===== src/rtl/spike_enc_pkg.sv =====
`default_nettype none
// ============================================================================
// Module  : spike_enc_pkg
// Purpose : Shared types and helpers for the spike pulse encoder: lane state
//           encoding, unary pulse width and down-counter width.
// Revision: 1.0 - initial release
// ============================================================================
package spike_enc_pkg;

    // Lane state; two bits cover the three states.
    typedef enum logic [1:0] {
        IDLE = 2'd0,
        WAIT = 2'd1,
        FIRE = 2'd2
    } lane_state_t;

    // Unary pulse width for a given weight resolution.
    function automatic int wmax(input int wres);
        return (1 << wres) - 1;
    endfunction

    function automatic int max_int(input int a, input int b);
        return (a > b) ? a : b;
    endfunction

    localparam int TRES_DEF = 3;
    localparam int WRES_DEF = 3;
    // Counter must hold both a spike time and a pulse width.
    localparam int CNTW = max_int(TRES_DEF, WRES_DEF);

endpackage
`default_nettype wire


===== src/rtl/spike_pulse_lane.sv =====
`default_nettype none
// ============================================================================
// Module  : spike_pulse_lane
// Purpose : One channel of the encoder. On a gamma pulse it loads a spike
//           time, waits that many cycles, then drives a pulse wmax cycles wide.
// Revision: 1.0 - initial release
// ============================================================================
module spike_pulse_lane
    import spike_enc_pkg::*;
#(
    parameter int TRES = 3,
    parameter int WRES = 3
) (
    input  logic            clk,
    input  logic            rstb,
    input  logic            grst,
    input  logic            load,
    input  logic            mask,
    input  logic [TRES-1:0] spike_time,
    output logic            spike,
    output logic            idle,
    output logic            abort
);

    localparam int            CW        = max_int(TRES, WRES);
    localparam logic [CW-1:0] C_WMAX_M1 = CW'(wmax(WRES) - 1);
    localparam logic [CW-1:0] C_ONE     = CW'(1);

    lane_state_t   state_q, state_d;
    logic [CW-1:0] cnt_q,   cnt_d;
    logic [CW-1:0] time_ext;

    assign time_ext = CW'(spike_time);

    // Next-state: a gamma pulse always wins and reloads the lane; otherwise
    // count down through WAIT and FIRE, testing zero before decrementing.
    always_comb begin
        state_d = state_q;
        cnt_d   = cnt_q;
        if (grst) begin
            if (load && mask) begin
                if (spike_time == '0) begin
                    state_d = FIRE;
                    cnt_d   = C_WMAX_M1;
                end else begin
                    state_d = WAIT;
                    cnt_d   = time_ext - C_ONE;
                end
            end else begin
                state_d = IDLE;
                cnt_d   = '0;
            end
        end else begin
            case (state_q)
                IDLE: begin
                    state_d = IDLE;
                end
                WAIT: begin
                    if (cnt_q == '0) begin
                        state_d = FIRE;
                        cnt_d   = C_WMAX_M1;
                    end else begin
                        cnt_d   = cnt_q - C_ONE;
                    end
                end
                FIRE: begin
                    if (cnt_q == '0) begin
                        state_d = IDLE;
                    end else begin
                        cnt_d   = cnt_q - C_ONE;
                    end
                end
                default: begin
                    state_d = IDLE;
                    cnt_d   = '0;
                end
            endcase
        end
    end

    // State and counter registers.
    always_ff @(posedge clk or negedge rstb) begin
        if (!rstb) begin
            state_q <= IDLE;
            cnt_q   <= '0;
        end else begin
            state_q <= state_d;
            cnt_q   <= cnt_d;
        end
    end

    // Outputs decode registered state only, so the pulse cannot glitch.
    assign spike = (state_q == FIRE);
    assign idle  = (state_q == IDLE);
    assign abort = grst && (state_q != IDLE);

endmodule
`default_nettype wire


===== src/rtl/spike_pulse_encoder.sv =====
`default_nettype none
// ============================================================================
// Module  : spike_pulse_encoder
// Purpose : Column front end. Stages one word of per-channel spike times via
//           valid/ready and, on each gamma pulse, hands it to NCH lanes that
//           play it out as unary pulses while the next word is staged.
// Revision: 1.0 - initial release
// ============================================================================
module spike_pulse_encoder
    import spike_enc_pkg::*;
#(
    parameter int NCH  = 4,
    parameter int TRES = 3,
    parameter int WRES = 3
) (
    input  logic                clk,
    input  logic                rstb,
    input  logic                grst,
    input  logic                in_valid,
    output logic                in_ready,
    input  logic [NCH-1:0]      in_mask,
    input  logic [NCH*TRES-1:0] in_times,
    output logic [NCH-1:0]      input_spike,
    output logic                all_idle,
    output logic                underrun,
    output logic                overrun
);

    logic                staged_full_q,  staged_full_d;
    logic [NCH-1:0]      staged_mask_q,  staged_mask_d;
    logic [NCH*TRES-1:0] staged_times_q, staged_times_d;
    logic                underrun_q,     underrun_d;
    logic                overrun_q,      overrun_d;

    logic                accept;
    logic [NCH-1:0]      lane_idle;
    logic [NCH-1:0]      lane_abort;

    assign in_ready = !staged_full_q;
    assign accept   = in_valid && in_ready;

    // Staging and flag next-state. A gamma pulse drains a full stage; when
    // the stage is already empty a same-edge handshake fills it for the
    // following gamma instead.
    always_comb begin
        staged_full_d  = staged_full_q;
        staged_mask_d  = staged_mask_q;
        staged_times_d = staged_times_q;
        if (grst && staged_full_q) begin
            staged_full_d = 1'b0;
        end else if (accept) begin
            staged_full_d  = 1'b1;
            staged_mask_d  = in_mask;
            staged_times_d = in_times;
        end
        underrun_d = grst && !staged_full_q;
        overrun_d  = overrun_q || (|lane_abort);
    end

    // Staging register and status flags.
    always_ff @(posedge clk or negedge rstb) begin
        if (!rstb) begin
            staged_full_q  <= 1'b0;
            staged_mask_q  <= '0;
            staged_times_q <= '0;
            underrun_q     <= 1'b0;
            overrun_q      <= 1'b0;
        end else begin
            staged_full_q  <= staged_full_d;
            staged_mask_q  <= staged_mask_d;
            staged_times_q <= staged_times_d;
            underrun_q     <= underrun_d;
            overrun_q      <= overrun_d;
        end
    end

    generate
        for (genvar c = 0; c < NCH; c++) begin : g_lane
            spike_pulse_lane #(
                .TRES (TRES),
                .WRES (WRES)
            ) u_lane (
                .clk        (clk),
                .rstb       (rstb),
                .grst       (grst),
                .load       (staged_full_q),
                .mask       (staged_mask_q[c]),
                .spike_time (staged_times_q[c*TRES +: TRES]),
                .spike      (input_spike[c]),
                .idle       (lane_idle[c]),
                .abort      (lane_abort[c])
            );
        end
    endgenerate

    assign all_idle = &lane_idle;
    assign underrun = underrun_q;
    assign overrun  = overrun_q;

endmodule
`default_nettype wire


===== config.mk =====
export PLATFORM = sky130hd
export DESIGN_NAME = spike_pulse_encoder
export DESIGN_NICKNAME = d
export VERILOG_FILES = /design/src/rtl/spike_enc_pkg.sv /design/src/rtl/spike_pulse_lane.sv /design/src/rtl/spike_pulse_encoder.sv
export SDC_FILE = /design/constraint.sdc
export NUM_CORES = 1
export LEC_CHECK = 0
export ABC_CLOCK_PERIOD_IN_PS = 2000
export CAP_MARGIN = 20
export CORE_MARGIN = 2
export CORE_UTILIZATION = 40
export CTS_CLUSTER_DIAMETER = 80
export CTS_CLUSTER_SIZE = 20
export DETAILED_ROUTE_END_ITERATION = 12
export GPL_ROUTABILITY_DRIVEN = 0
export PLACE_DENSITY = 0.67
export SLEW_MARGIN = 5
export SYNTH_ARGS = -nofsm -noshare
export SYNTH_HDL_FRONTEND = slang
export SYNTH_SLANG_ARGS = --single-unit

===== constraint.sdc =====
create_clock -name clk -period 2 [get_ports clk]
set_clock_uncertainty 0.15 [all_clocks]
set_input_delay 0.4 -clock clk [delete_from_list [all_inputs] [get_ports clk]]
set_output_delay 0.4 -clock clk [all_outputs]
set_load 0.03 [all_outputs]

==> results.ini, run 1 <==
[worst_setup_path]
critPathRequiredTime_ns=1.45
critPathMaxFanout=3
crit_arrival_ns=1.36
r2r_end=g_lane[0].u_lane.cnt_q[0]
worst_r2r_path_depth=7
worst_path_max_delay_cell=dfrtp_1
worstSetupPathType=flop to primary output
cp_slowest_stage_delay_ns=0.38
rr_startpoint=g_lane[0].u_lane.state_q[0]
end_kind=primary output
crit_chain=inv_1 > ha_2 > and4_4 > buf_4
worst-r2r-setup-slack_ns=0.15
cp-start-kind=flop

[clock_network]
cts_tree=built
clockRootBuffer=clkbuf_8
clock_sinks=39
htree_levels=2
clk_pin_slew_ns=0.08
clkLatencyLatePin_ns=0.29
cts_buffers=5
clk_path_buf_depth=2

[worst_hold_path]
min_path_type=flop to flop
worst_hold_path.num_cells=1
hp-start=overrun
holdPathEnd=overrun

[timing]
slew_violations=0
holdWs_ns=0.345
fin_crit_ns=1.91
layout_worst_path_cycle_share_pct=95.7
tightestPinTransition_ns=0.481
slew-limit-headroom_pct=67.9
hold_viol=0
setup_viol=0
max_freq_mhz=522
rsz0062_at_grt=false

[synthesis]
ys_types=43
syn_inst=248
yosys_register_bits=39
ys_async_sr_fraction_pct=100
ys_dominant_reg_cell=dfrtp_1
syn-num-nets=296
ys_warn_count=0
synth-edff-count=0
syn-mean-instance-area_um2=9.75
synth-seq-area-share_pct=40.4
syn_area_um2=2420

[floorplan]
fp.dieH_um=81.8
dieWidth_um=81.8
initial_core_util_pct=41.1
rows=28
core_area_um2=5890
dieArea_um2=6680
io_pins=28

[drt]
drt.antenna.violating_nets=0
via_per_inst=5.12
drt_wl_total_mm=4.90
wl_met1_mm=2.41
top_layer=met4
vias=1888
firstDrtPassIters=4
met3_length_um=172
drt_iter0_drc=115
drc=0
met2_length_mm=2.28
wl_per_cell_um=13.3

[power]
seqPwrFrac_pct=39.7
leakage_nw=1.32
clockPowerShare_pct=22.4
switching_share_pct=35.1
internal_power_mw=1.72
combPwrFrac_pct=37.9
p_sw_mw=0.931
ir_drop_uv=594
powerDensity_nw_per_um2=879

[placement]
hpwl_mm=3.76
postPlaceCellArea_um2=2900
dp_cells=360
numPortBuffers=27

[global_routing]
grt_overflow=0
grt_max_degree=22
grt_pass1_vias=1897
antenna_found_initial=0
grt_pass1_wl_mm=8.60
grt_use_total_pct=16.7

[finish]
filler_cell_count=558
antenna_cells=0
fin_area_um2=3020
regArea_um2=976
layout.cells.non_filler=369
multi_input_area_um2=1270
area.growth.synth_to_final_pct=24.7
nets=341
layout-drive-gt1-share_pct=16.3

[status]
status=finished, final reports clean

[job]
drv_cap=0

[worst max-delay path: cells and delay by family (launching register included)]
family	cells	cell delay [ns]
adders and majority gates	1	0.22
DFF	1	0.38
buffers and inverters	2	0.27
and+or+nand+nor	1	0.22
[synthesized netlist by cell type, drive strengths merged (3+ instances only)]
master | n | area [um2]
dfrtp | 39 | 976
inv | 32 | 120
ha | 28 | 350
o21ai | 16 | 80.1
nand2 | 15 | 56.3
mux2 | 10 | 113
nor2 | 10 | 37.5
a21oi | 9 | 45.0
buf | 9 | 66.3
nor3 | 8 | 40.0
nand3 | 7 | 47.6
nor2b | 7 | 43.8
a211oi | 6 | 45.0
nand2b | 6 | 37.5
a31oi | 5 | 31.3
o22ai | 5 | 31.3
a2111oi | 4 | 35.0
o21a | 3 | 22.5
[cell families (layout without fill, tap and decap cells)]
logic type                 count (synthesis)  count (layout)  synth area share (%)
adders and majority gates                 28              28                  14.5
AOI/OAI and AO/OA                         65              65                  18.1
buffers and inverters                     42              88                  7.86
DFF                                       39              39                  40.4
muxes                                     12              12                  5.48
and+or+nand+nor                           62              62                  13.8
[layout make-up]
| class | count | area share (%) |
|---|---|---|
| Sequential cell | 39 | 32.4 |
| Tap cell | 75 | 3.11 |
| Clock buffer | 8 | 3.32 |
| Inverter | 32 | 3.98 |
| Multi-Input combinational cell | 167 | 42.0 |
| Timing Repair Buffer | 48 | 15.2 |
[metal layers]
metal / vias to the layer above / GRT usage (%)
met5: - / 0
met4: 0 / 4.33
met3: 4 / 3.30
met2: 31 / 27.7
met1: 899 / 22.3
li1: 954 / -
[metrics by stage]
step / utilization, % / total power, mW / setup slack (ns) / TNS [ns]
after global routing: 51.3 / 2.87 / 0.0160 / 0
after CTS: 51.0 / 2.66 / 0.0315 / 0
after floorplan: - / 1.73 / 0.327 / 0
after detailed placement: 49.2 / 2.06 / -0.0928 / -0.201
final: 51.3 / 2.65 / 0.0852 / 0
after global placement: 49.2 / 2.05 / -0.0191 / -0.0283
[repair_timing]
item,4_1_cts,5_1_grt
setup endpoints to repair,4,5
gates cloned,0,0
hold endpoints to repair,18,0
resized for setup,4,7
setup buffers,0,0
hold buffers,1,0
[power by group through the flow]
| stage | logic (mW) | clock network (mW) | registers, mW |
|---|---|---|---|
| after floorplan | 0.693 | 0 | 1.04 |
| after global placement | 0.983 | 0 | 1.06 |
| after detailed placement | 0.992 | 0 | 1.07 |
| after CTS | 0.993 | 0.615 | 1.05 |
| after global routing | 1.14 | 0.655 | 1.08 |
| final | 1.00 | 0.593 | 1.05 |
[registers in the layout, summed over array words and instances (netlist names)]
register / count
g_lane.u_lane.cnt_q: 12
g_lane.u_lane.state_q: 8
overrun: 1
staged_full_q: 1
staged_mask_q: 4
staged_times_q: 12
underrun: 1
[cells in the final DEF, fill, tap and decap left out, drive strengths merged, types with 3 or more instances in the layout]
| cell | netlist | final |
|---|---|---|
| mux2 | 10 | 10 |
| nand2 | 15 | 15 |
| a21oi | 9 | 9 |
| nand3 | 7 | 7 |
| ha | 28 | 28 |
| o22ai | 5 | 5 |
| a211oi | 6 | 6 |
| dfrtp | 39 | 39 |
| nor2 | 10 | 10 |
| a31oi | 5 | 5 |
| inv | 32 | 32 |
| clkbuf | 1 | 8 |
| nand2b | 6 | 6 |
| nor2b | 7 | 7 |
| o21ai | 16 | 16 |
| o21a | 3 | 3 |
| dlygate4sd2 | 0 | 3 |
| nor3 | 8 | 8 |
| clkdlybuf4s50 | 0 | 20 |
| a2111oi | 4 | 4 |
| buf | 9 | 22 |
[worst max path at each step]
stage | slack [ns] | start | end | depth (start not counted)
detailed placement | -0.09 | grst | g_lane[0].u_lane.cnt_q[0] | 5
global route | 0.02 | g_lane[3].u_lane.state_q[0] | input_spike[3] | 3
finish | 0.09 | g_lane[1].u_lane.state_q[0] | all_idle | 4
floorplan | 0.33 | g_lane[2].u_lane.state_q[0] | g_lane[2].u_lane.cnt_q[0] | 6
global placement | -0.02 | grst | g_lane[0].u_lane.cnt_q[0] | 5
CTS | 0.03 | staged_full_q | in_ready | 2
No activity file was read; power rests on OpenSTA's default activity.
==> inputs of run 2 (changes only) <==
HOLD_SLACK_MARGIN = 0.02   (was not set)
PLACE_DENSITY = not set   (was 0.67)
==> run 2 against run 1 <==
Effect of this change:
- sequential power barely moved
- die area did not move
- highest routed layer unchanged
- fmax fell by 0.48%
- largest power group unchanged
- combinational power barely moved
- total power fell by 2.6%
==> results.ini, run 2 (synthesis results as in run 1) <==
[finish]
layout_commonest_cell=dfrtp_1
reg_top3=g_lane.u_lane.cnt_q x12, staged_times_q x12, g_lane.u_lane.state_q x8
layout.cells.non_filler=369
area.growth.synth_to_final_pct=23.6
nets=341
antenna_cells=0
filler_cell_count=562
layout-drive-gt1-share_pct=16.7
fin_area_um2=2990
post-route-util_pct=50.8
layout_common_cells=39 x dfrtp_1, 30 x inv_1, 27 x ha_1

[global_routing]
antenna_found_initial=0
grt_max_degree=40
grt_use_total_pct=16.1
grt_pass1_vias=1827
grt_overflow=0
grt_pass1_wl_mm=8.24

[timing]
setup_tns_ns=0
max_freq_mhz=520
hold_viol=0
fin_crit_ns=1.92
rsz0062_at_grt=false
tightestPinTransition_ns=0.427
slew_violations=0
slew-limit-headroom_pct=70.8
setup_ws_ns=0.0759
setup_viol=0
holdWs_ns=0.333
layout_worst_path_cycle_share_pct=96.2

[power]
p_sw_mw=0.928
p_total_mw=2.58
leakage_nw=1.31
switching_share_pct=35.9
combPwrFrac_pct=39.2
seqPwrFrac_pct=40.6
powerDensity_nw_per_um2=864
internal_power_mw=1.66
ir_drop_uv=415
clockPowerShare_pct=20.2

[placement]
postPlaceCellArea_um2=2890
dp_cells=359
place_ws_ns=-0.0986
hpwl_mm=3.67
numPortBuffers=27

[floorplan]
core_area_um2=5890
initial_core_util_pct=41.1
fp.dieH_um=81.8
rows=28
dieArea_um2=6680
io_pins=28
dieWidth_um=81.8

[worst_setup_path]
cp-start-kind=flop
worst-r2r-setup-slack_ns=0.16
worstSetupPathType=flop to primary output
end_kind=primary output
critPathRequiredTime_ns=1.45
crit_arrival_ns=1.37
critPathMaxFanout=2

[status]
status=finished, final reports clean

[drt]
firstDrtPassIters=4
drt_wl_total_mm=4.93
drc=0
drt.antenna.violating_nets=0
via_per_inst=5.15
vias=1900
drt_iter0_drc=34
wl_per_cell_um=13.4

[clock_network]
clkLatencyLatePin_ns=0.29
cts_buffers=5
cts_tree=built
clockRootBuffer=clkbuf_8
clock_sinks=39
clk_path_buf_depth=2
clk_pin_slew_ns=0.08
htree_levels=2

[worst_hold_path]
min_path_type=flop to flop

[job]
drv_cap=0

## run 2: path summary, 6_finish.rpt
| check | startpoint | end | cells past startpoint |
|---|---|---|---|
| hold / removal | overrun | overrun | 1 |
| hold reg to reg | overrun | overrun | 1 |
| setup reg to reg | g_lane[2].u_lane.state_q[0] | g_lane[2].u_lane.cnt_q[2] | 7 |
| max in group asynchronous | rstb | g_lane[3].u_lane.cnt_q[2] | 3 |
| setup / recovery | g_lane[3].u_lane.state_q[0] | all_idle | 5 |
| min in group asynchronous | rstb | g_lane[1].u_lane.cnt_q[0] | 3 |
## run 2: power groups by stage
stage | Sequential [mW] | Clock (mW) | Combinational (mW)
finish | 1.05 | 0.523 | 1.01
global route | 1.07 | 0.587 | 1.13
CTS | 1.05 | 0.551 | 0.997
detailed placement | 1.07 | 0 | 0.995
global placement | 1.06 | 0 | 0.983
floorplan | 1.04 | 0 | 0.693
## run 2: routing by layer
| metal | global-route usage [%] | part of all wire [%] | up-vias | routed length, um |
|---|---|---|---|---|
| met5 | 0 | 0 | - | 0 |
| met4 | 5.33 | 0.59 | 0 | 29 |
| met3 | 3.63 | 4.2 | 4 | 208 |
| met2 | 27.3 | 49 | 38 | 2420 |
| met1 | 20.2 | 46 | 899 | 2280 |
| li1 | - | - | 959 | - |
## run 2: cell type report
type / instances / area, um2 / share of cell area, %
Sequential cell: 39 / 976 / 32.6
Clock inverter: 1 / 5.00 / 0.167
Inverter: 32 / 120 / 4.02
Tap cell: 75 / 93.8 / 3.14
Clock buffer: 7 / 76.3 / 2.55
Timing Repair Buffer: 48 / 455 / 15.2
Multi-Input combinational cell: 167 / 1260 / 42.3
## run 2: what timing repair did
item | CTS | global route
resized for setup | 4 | 7
setup buffers | 1 | 0
endpoints found under the setup margin | 5 | 3
hold endpoints to repair | 39 | 0
hold buffers | 1 | 0
gates cloned | 0 | 0
## run 2: critical path, stage by stage (launching register included)
cell	delay, ns
dfrtp_1	0.39
inv_2	0.06
buf_4	0.10
ha_2	0.18
and4_4	0.23
buf_6	0.13
